File: src/rtl/darkriscv_mon_pkg.sv
// Shared definitions for the darkriscv bus monitor: opcodes, instruction classes,
// error codes, monitor states and a small saturating helper.
package darkriscv_mon_pkg;

    localparam logic [6:0] OP_LUI   = 7'b0110111;
    localparam logic [6:0] OP_AUIPC = 7'b0010111;
    localparam logic [6:0] OP_JAL   = 7'b1101111;
    localparam logic [6:0] OP_JALR  = 7'b1100111;
    localparam logic [6:0] OP_BCC   = 7'b1100011;
    localparam logic [6:0] OP_LCC   = 7'b0000011;
    localparam logic [6:0] OP_SCC   = 7'b0100011;
    localparam logic [6:0] OP_MCC   = 7'b0010011;
    localparam logic [6:0] OP_RCC   = 7'b0110011;

    localparam logic [6:0] F7_ZERO = 7'd0;
    localparam logic [6:0] F7_ALT  = 7'd32;

    typedef enum logic [2:0] {
        CLS_ALU_R   = 3'd0,
        CLS_ALU_I   = 3'd1,
        CLS_LOAD    = 3'd2,
        CLS_STORE   = 3'd3,
        CLS_BRANCH  = 3'd4,
        CLS_JUMP    = 3'd5,
        CLS_UPPER   = 3'd6,
        CLS_ILLEGAL = 3'd7
    } instr_class_e;

    typedef enum logic [2:0] {
        ERR_NONE    = 3'd0,
        ERR_ILLEGAL = 3'd1,
        ERR_RDWR    = 3'd2,
        ERR_WR_MISS = 3'd3,
        ERR_WR_SPUR = 3'd4
    } err_code_e;

    typedef enum logic [1:0] {
        ST_ARM  = 2'd0,
        ST_RUN  = 2'd1,
        ST_FAIL = 2'd2
    } mon_state_e;

    function automatic logic [7:0] sat_inc8(input logic [7:0] v);
        return (v == 8'hFF) ? v : v + 8'd1;
    endfunction

endpackage

File: src/rtl/darkriscv_instr_classify.sv
// Pure combinational decode of a 32-bit RV32I instruction word into one of eight
// monitor classes; malformed funct3/funct7 combinations fall into CLS_ILLEGAL.
module darkriscv_instr_classify
    import darkriscv_mon_pkg::*;
(
    input  logic [31:0]  idata,
    output instr_class_e cls
);

    logic [6:0] opcode_s;
    logic [2:0] funct3_s;
    logic [6:0] funct7_s;
    logic       unused_bits_s;

    assign opcode_s      = idata[6:0];
    assign funct3_s      = idata[14:12];
    assign funct7_s      = idata[31:25];
    assign unused_bits_s = ^{idata[24:15], idata[11:7]};

    // Opcode-driven class selection with per-opcode funct legality
    always_comb begin
        cls = CLS_ILLEGAL;
        case (opcode_s)
            OP_RCC: begin
                // funct7=32 only exists for SUB and SRA
                if (funct7_s == F7_ZERO ||
                    (funct7_s == F7_ALT && (funct3_s == 3'd0 || funct3_s == 3'd5)))
                    cls = CLS_ALU_R;
                else
                    cls = CLS_ILLEGAL;
            end
            OP_MCC: begin
                if (funct3_s == 3'd1) begin
                    if (funct7_s == F7_ZERO) cls = CLS_ALU_I;
                    else                     cls = CLS_ILLEGAL;
                end else if (funct3_s == 3'd5) begin
                    if (funct7_s == F7_ZERO || funct7_s == F7_ALT) cls = CLS_ALU_I;
                    else                                            cls = CLS_ILLEGAL;
                end else begin
                    cls = CLS_ALU_I;
                end
            end
            OP_LCC: begin
                if (funct3_s == 3'd3 || funct3_s == 3'd6 || funct3_s == 3'd7) cls = CLS_ILLEGAL;
                else                                                          cls = CLS_LOAD;
            end
            OP_SCC: begin
                if (funct3_s <= 3'd2) cls = CLS_STORE;
                else                  cls = CLS_ILLEGAL;
            end
            OP_BCC: begin
                if (funct3_s == 3'd2 || funct3_s == 3'd3) cls = CLS_ILLEGAL;
                else                                      cls = CLS_BRANCH;
            end
            OP_JAL:  cls = CLS_JUMP;
            OP_JALR: begin
                if (funct3_s == 3'd0) cls = CLS_JUMP;
                else                  cls = CLS_ILLEGAL;
            end
            OP_LUI, OP_AUIPC: cls = CLS_UPPER;
            default: cls = CLS_ILLEGAL;
        endcase
    end

endmodule

File: src/rtl/darkriscv_bus_monitor.sv
// Passive runtime monitor beside the darkriscv core: class counters, store/WR
// latency tracking, and a sticky first-error record with an ARM/RUN/FAIL state.
module darkriscv_bus_monitor
    import darkriscv_mon_pkg::*;
#(
    parameter int STAGES      = 2,
    parameter int CNT_W       = 16,
    parameter int WARMUP      = 4,
    parameter int STOP_ON_ERR = 1
) (
    input  logic               CLK,
    input  logic               RES,
    input  logic               HLT,
    input  logic [31:0]        IDATA,
    input  logic               RD,
    input  logic               WR,
    input  logic               IDLE,
    input  logic               CLR,
    output logic [8*CNT_W-1:0] CNT,
    output logic [CNT_W-1:0]   IDLE_CNT,
    output logic               ERR,
    output logic [2:0]         ERR_CODE,
    output logic [7:0]         ERR_CNT,
    output logic [1:0]         STATE
);

    localparam logic [CNT_W-1:0] CNT_ONE   = {{(CNT_W-1){1'b0}}, 1'b1};
    localparam logic [CNT_W-1:0] CNT_MAX   = {CNT_W{1'b1}};
    localparam logic [3:0]       WARM_INIT = 4'(WARMUP);

    mon_state_e        state_r;
    logic [3:0]        warm_r;
    logic [STAGES-1:0] track_r;
    logic [CNT_W-1:0]  cnt_r [8];
    logic [CNT_W-1:0]  idle_cnt_r;
    logic              err_r;
    err_code_e         err_code_r;
    logic [7:0]        err_cnt_r;

    instr_class_e      cls_s;
    logic              run_s;
    logic              step_s;
    logic              due_s;
    logic              any_err_s;
    err_code_e         first_err_s;

    function automatic logic [CNT_W-1:0] sat_inc(input logic [CNT_W-1:0] v);
        return (v == CNT_MAX) ? v : v + CNT_ONE;
    endfunction

    darkriscv_instr_classify u_classify (
        .idata (IDATA),
        .cls   (cls_s)
    );

    // Error detection; the if-chain order gives the lowest code priority
    always_comb begin
        run_s       = (state_r == ST_RUN) && !CLR;
        step_s      = run_s && !HLT;
        due_s       = track_r[STAGES-1];
        first_err_s = ERR_NONE;
        if (step_s && cls_s == CLS_ILLEGAL)
            first_err_s = ERR_ILLEGAL;
        else if (run_s && RD && WR)
            first_err_s = ERR_RDWR;
        else if (step_s && due_s && !WR)
            first_err_s = ERR_WR_MISS;
        else if (step_s && WR && !due_s)
            first_err_s = ERR_WR_SPUR;
        else
            first_err_s = ERR_NONE;
        any_err_s = (first_err_s != ERR_NONE);
    end

    // Monitor FSM with warmup countdown and sticky error capture
    always_ff @(posedge CLK or negedge RES) begin
        if (!RES) begin
            state_r    <= ST_ARM;
            warm_r     <= WARM_INIT;
            err_r      <= 1'b0;
            err_code_r <= ERR_NONE;
            err_cnt_r  <= 8'd0;
        end else if (CLR) begin
            state_r    <= ST_ARM;
            warm_r     <= WARM_INIT;
            err_r      <= 1'b0;
            err_code_r <= ERR_NONE;
            err_cnt_r  <= 8'd0;
        end else begin
            case (state_r)
                ST_ARM: begin
                    if (warm_r <= 4'd1) begin
                        warm_r  <= 4'd0;
                        state_r <= ST_RUN;
                    end else begin
                        warm_r <= warm_r - 4'd1;
                    end
                end
                ST_RUN: begin
                    if (any_err_s) begin
                        err_cnt_r <= sat_inc8(err_cnt_r);
                        if (!err_r) begin
                            err_r      <= 1'b1;
                            err_code_r <= first_err_s;
                        end
                        if (STOP_ON_ERR != 0) state_r <= ST_FAIL;
                    end
                end
                ST_FAIL: state_r <= ST_FAIL;
                default: state_r <= ST_ARM;
            endcase
        end
    end

    // Class/idle counters and the store-to-WR shift tracker advance on unstalled RUN cycles
    always_ff @(posedge CLK or negedge RES) begin
        if (!RES) begin
            for (int k = 0; k < 8; k++) cnt_r[k] <= {CNT_W{1'b0}};
            idle_cnt_r <= {CNT_W{1'b0}};
            track_r    <= {STAGES{1'b0}};
        end else if (CLR) begin
            for (int k = 0; k < 8; k++) cnt_r[k] <= {CNT_W{1'b0}};
            idle_cnt_r <= {CNT_W{1'b0}};
            track_r    <= {STAGES{1'b0}};
        end else if (step_s) begin
            cnt_r[cls_s] <= sat_inc(cnt_r[cls_s]);
            if (IDLE) idle_cnt_r <= sat_inc(idle_cnt_r);
            track_r <= {track_r[STAGES-2:0], (cls_s == CLS_STORE)};
        end
    end

    // Pack the counter bank onto the flat output bus
    always_comb begin
        CNT = {(8*CNT_W){1'b0}};
        for (int k = 0; k < 8; k++) CNT[k*CNT_W +: CNT_W] = cnt_r[k];
    end

    assign IDLE_CNT = idle_cnt_r;
    assign ERR      = err_r;
    assign ERR_CODE = err_code_r;
    assign ERR_CNT  = err_cnt_r;
    assign STATE    = state_r;

endmodule

File: config.mk
export PLATFORM = sky130hd
export DESIGN_NAME = darkriscv_bus_monitor
export DESIGN_NICKNAME = d
export VERILOG_FILES = /design/src/rtl/darkriscv_mon_pkg.sv /design/src/rtl/darkriscv_instr_classify.sv /design/src/rtl/darkriscv_bus_monitor.sv
export SDC_FILE = /design/constraint.sdc
export NUM_CORES = 1
export LEC_CHECK = 0
export CAP_MARGIN = 20
export CORE_MARGIN = 4
export CORE_UTILIZATION = 32
export DETAILED_ROUTE_END_ITERATION = 10
export SLEW_MARGIN = 15
export SYNTH_ARGS = -nofsm -noshare
export SYNTH_HDL_FRONTEND = slang
export SYNTH_SLANG_ARGS = --single-unit
File: constraint.sdc
create_clock -name CLK -period 3.2 [get_ports CLK]
set_clock_uncertainty 0.1 [all_clocks]
set_input_delay 0.48 -clock CLK [delete_from_list [all_inputs] [get_ports CLK]]
set_output_delay 0.48 -clock CLK [all_outputs]
set_load 0.01 [all_outputs]
==> results.sh <==
export IMPL_drtIter0Drc=607
export IMPL_drt_first_pass_iters=6
export IMPL_path_max_fanout=8
export IMPL_pin_count=197
export IMPL_post_dp_cell_area_um2=12000
export IMPL_num_rows=60
export IMPL_initial_core_util_pct=32.4
export IMPL_postLayoutCellArea_um2=13500
export IMPL_fin_tns_setup_ns=-69.57
export IMPL_worstSetupStartpointType="input pin"
export IMPL_p_leak_nw=5.44
export IMPL_synth_avg_cell_area_um2=9.38
export IMPL_synth_edff_count=0
export IMPL_cts_root_buffer="clkbuf_16"
export IMPL_dieWidth_um=173
export IMPL_clock_path_buffers=2
export IMPL_status="complete, but fails checks"
export IMPL_via_per_inst=5.55
export IMPL_yosys_warnings=0
export IMPL_setup_ws_ns=-0.677
export IMPL_violations="hold timing, setup timing"
export IMPL_min_period_ns=3.88
export IMPL_grt_pass1_vias=8780
export IMPL_grt_overflow=0
export IMPL_worstSetupPathType="input pin to flip-flop"
export IMPL_dp_hpwl_um=22100
export IMPL_max_freq_mhz=258
export IMPL_clkTransAtPathRegs_ns=0.06
export IMPL_numCtsBuffers=17
export IMPL_cts_tree="yes"
export IMPL_wire_per_inst_um=20.3
export IMPL_drv_cap=0
export IMPL_drtAntennaViolNets=0
export IMPL_dieArea_um2=29800
export IMPL_power_density_nw_per_um2=361
export IMPL_wl_um=32100
export IMPL_drive_above_1_share_pct=29.4
export IMPL_diodes=0
export IMPL_grt_usage_pct=20.8
export IMPL_grt_pass1_wl_um=50200
export IMPL_fin_crit_sh_pct=121
export IMPL_rsz0062_at_grt="true"
export IMPL_antenna_found_initial=0
export IMPL_final_nets=1270
export IMPL_io_buffer_count=181
export IMPL_fp_dieH_um=173
export IMPL_ys_ff_latch=164
export IMPL_syn_to_final_growth_pct=56.2
export IMPL_syn_inst=925
export IMPL_critical_path_required_ns=3.46
export IMPL_synthesis_nets=972
export IMPL_ys_flop_type="dfrtp_1"
export IMPL_final_cell_mix="dfrtp_1, clkdlybuf4s50_1, nand3_1"
export IMPL_clock_latency_ns=0.43
export IMPL_worst_pin_slew_ns=0.718
export IMPL_via_count=8746
export IMPL_holdWs_ns=-0.0317
export IMPL_htreeDepth=4
export IMPL_vdd_ir_drop_max_v=0.000296
export IMPL_synth_cell_area_um2=8670
export IMPL_seq_area_um2=4110
export IMPL_endpoint_kind="flip-flop"
export IMPL_setup_viol=128
export IMPL_slew_limit_headroom_pct=51.5
export IMPL_fillers=2432
export IMPL_place_gp_congestion=0.866
export IMPL_worstPathArrival_ns=4.13
export IMPL_multi_input_area_um2=4920
export IMPL_drc=0
export IMPL_hold_class="input pin to asynchronous set/reset pin"
export IMPL_ys_seq_area_share_pct=47.3
export IMPL_slew_viol_final=0
export IMPL_grt_max_degree=73
export IMPL_async_reset_ff_share_pct=100
export IMPL_ys_types=72
export IMPL_hold_viol_final=20
export IMPL_clock_sinks=164
export IMPL_core_um2=26800
sequential cells by signal, summed over array words and instances (netlist names):
name      cells
CNT         128
IDLE_CNT     16
ERR_CNT       8
warm_r        4
ERR_CODE      3
STATE         2
track_r       2
ERR           1
power by group:
group          total (mW)  internal, mW  switching, mW
Combinational       0.734         0.314          0.419
Clock                1.99          1.10          0.891
Sequential           2.17          2.12         0.0472
Total                4.89          3.53           1.36
cell families after synthesis:
logic type,after synthesis,share of synthesized area (%)
flip-flops,164,47.3
buffers and inverters,86,4.34
XOR/XNOR,30,3.20
adder cells (fa/ha/maj),8,1.15
AO/OA/AOI/OAI,299,22.4
multiplexers,16,2.06
AND/OR/NAND/NOR,322,19.5
synth_stat cells, types with 14 or more instances:
cell type / number / area, um^2
nor2_1: 49 / 184
a21boi_0: 48 / 360
inv_1: 14 / 52.6
xor2_1: 19 / 166
dfrtp_1: 163 / 4080
o21ai_1: 50 / 250
o21ai_0: 84 / 420
clkbuf_1: 55 / 206
nor3_1: 14 / 70.1
nand2_1: 40 / 150
a211oi_1: 55 / 413
nand3_1: 133 / 666
stage by stage:
step                total power [mW]  worst slack (ns)  utilization [%]  cells
floorplan                       2.53             -1.10                -    925
global placement                2.86             -1.51             44.9   1516
detailed placement              2.87             -1.56             44.9   1516
CTS                             4.89            -0.650             49.1   1574
global route                    5.10            -0.761             50.6   1577
finish                          4.89            -0.677             50.6   1577
worst paths after layout:
path	start	to	slack (ns)	cells past startpoint
worst max-delay path	IDATA[27]	CNT[92]	-0.68	16
worst min-delay path	RES	ERR_CNT[1]	-0.03	1
worst max register to register	CNT[68]	CNT[25]	-0.06	12
worst min register to register	track_r[0]	track_r[1]	0.39	2
max in group asynchronous	RES	CNT[84]	2.26	2
min in group CLK	track_r[0]	track_r[1]	0.39	2
per-layer routing:
metal	up-vias	share of wire (%)	track usage [%]	routed length, um
met5	-	0	0	0
met4	0	1.7	5.69	534
met3	41	7.3	6.38	2340
met2	293	48	33.8	15400
met1	4370	43	27.2	13800
li1	4042	-	-	-
worst max-delay path: stages:
cell and delay (ns):
buf_6 0.09, or4_4 0.56, buf_6 0.15, nor4_4 0.18
o31ai_4 0.15, buf_12 0.17, buf_12 0.13, a21boi_2 0.16
a211oi_2 0.06, or4_4 0.56, nor4_4 0.33, buf_4 0.18
nand2_4 0.05, or3_4 0.37, mux2_4 0.38, o21ai_2 0.14
timing repair:
action | CTS | global route
buffers inserted | 21 | 6
cloned | 5 | 2
hold buffers | 0 | 0
endpoints found under the setup margin | 137 | 132
resized for setup | 107 | 129
pin swaps | 37 | 50
hold endpoints to repair | 0 | 0
layout make-up:
cell class                 instances  share of cell area, %
clock buffer                      21                   3.32
clock inverter                    11                  0.766
inverter                          15                  0.425
multi-input combinational        676                   36.3
sequential                       164                   30.3
tap                              341                   3.15
timing repair buffer             349                   25.7
No activity file was read; power rests on OpenSTA's default activity.
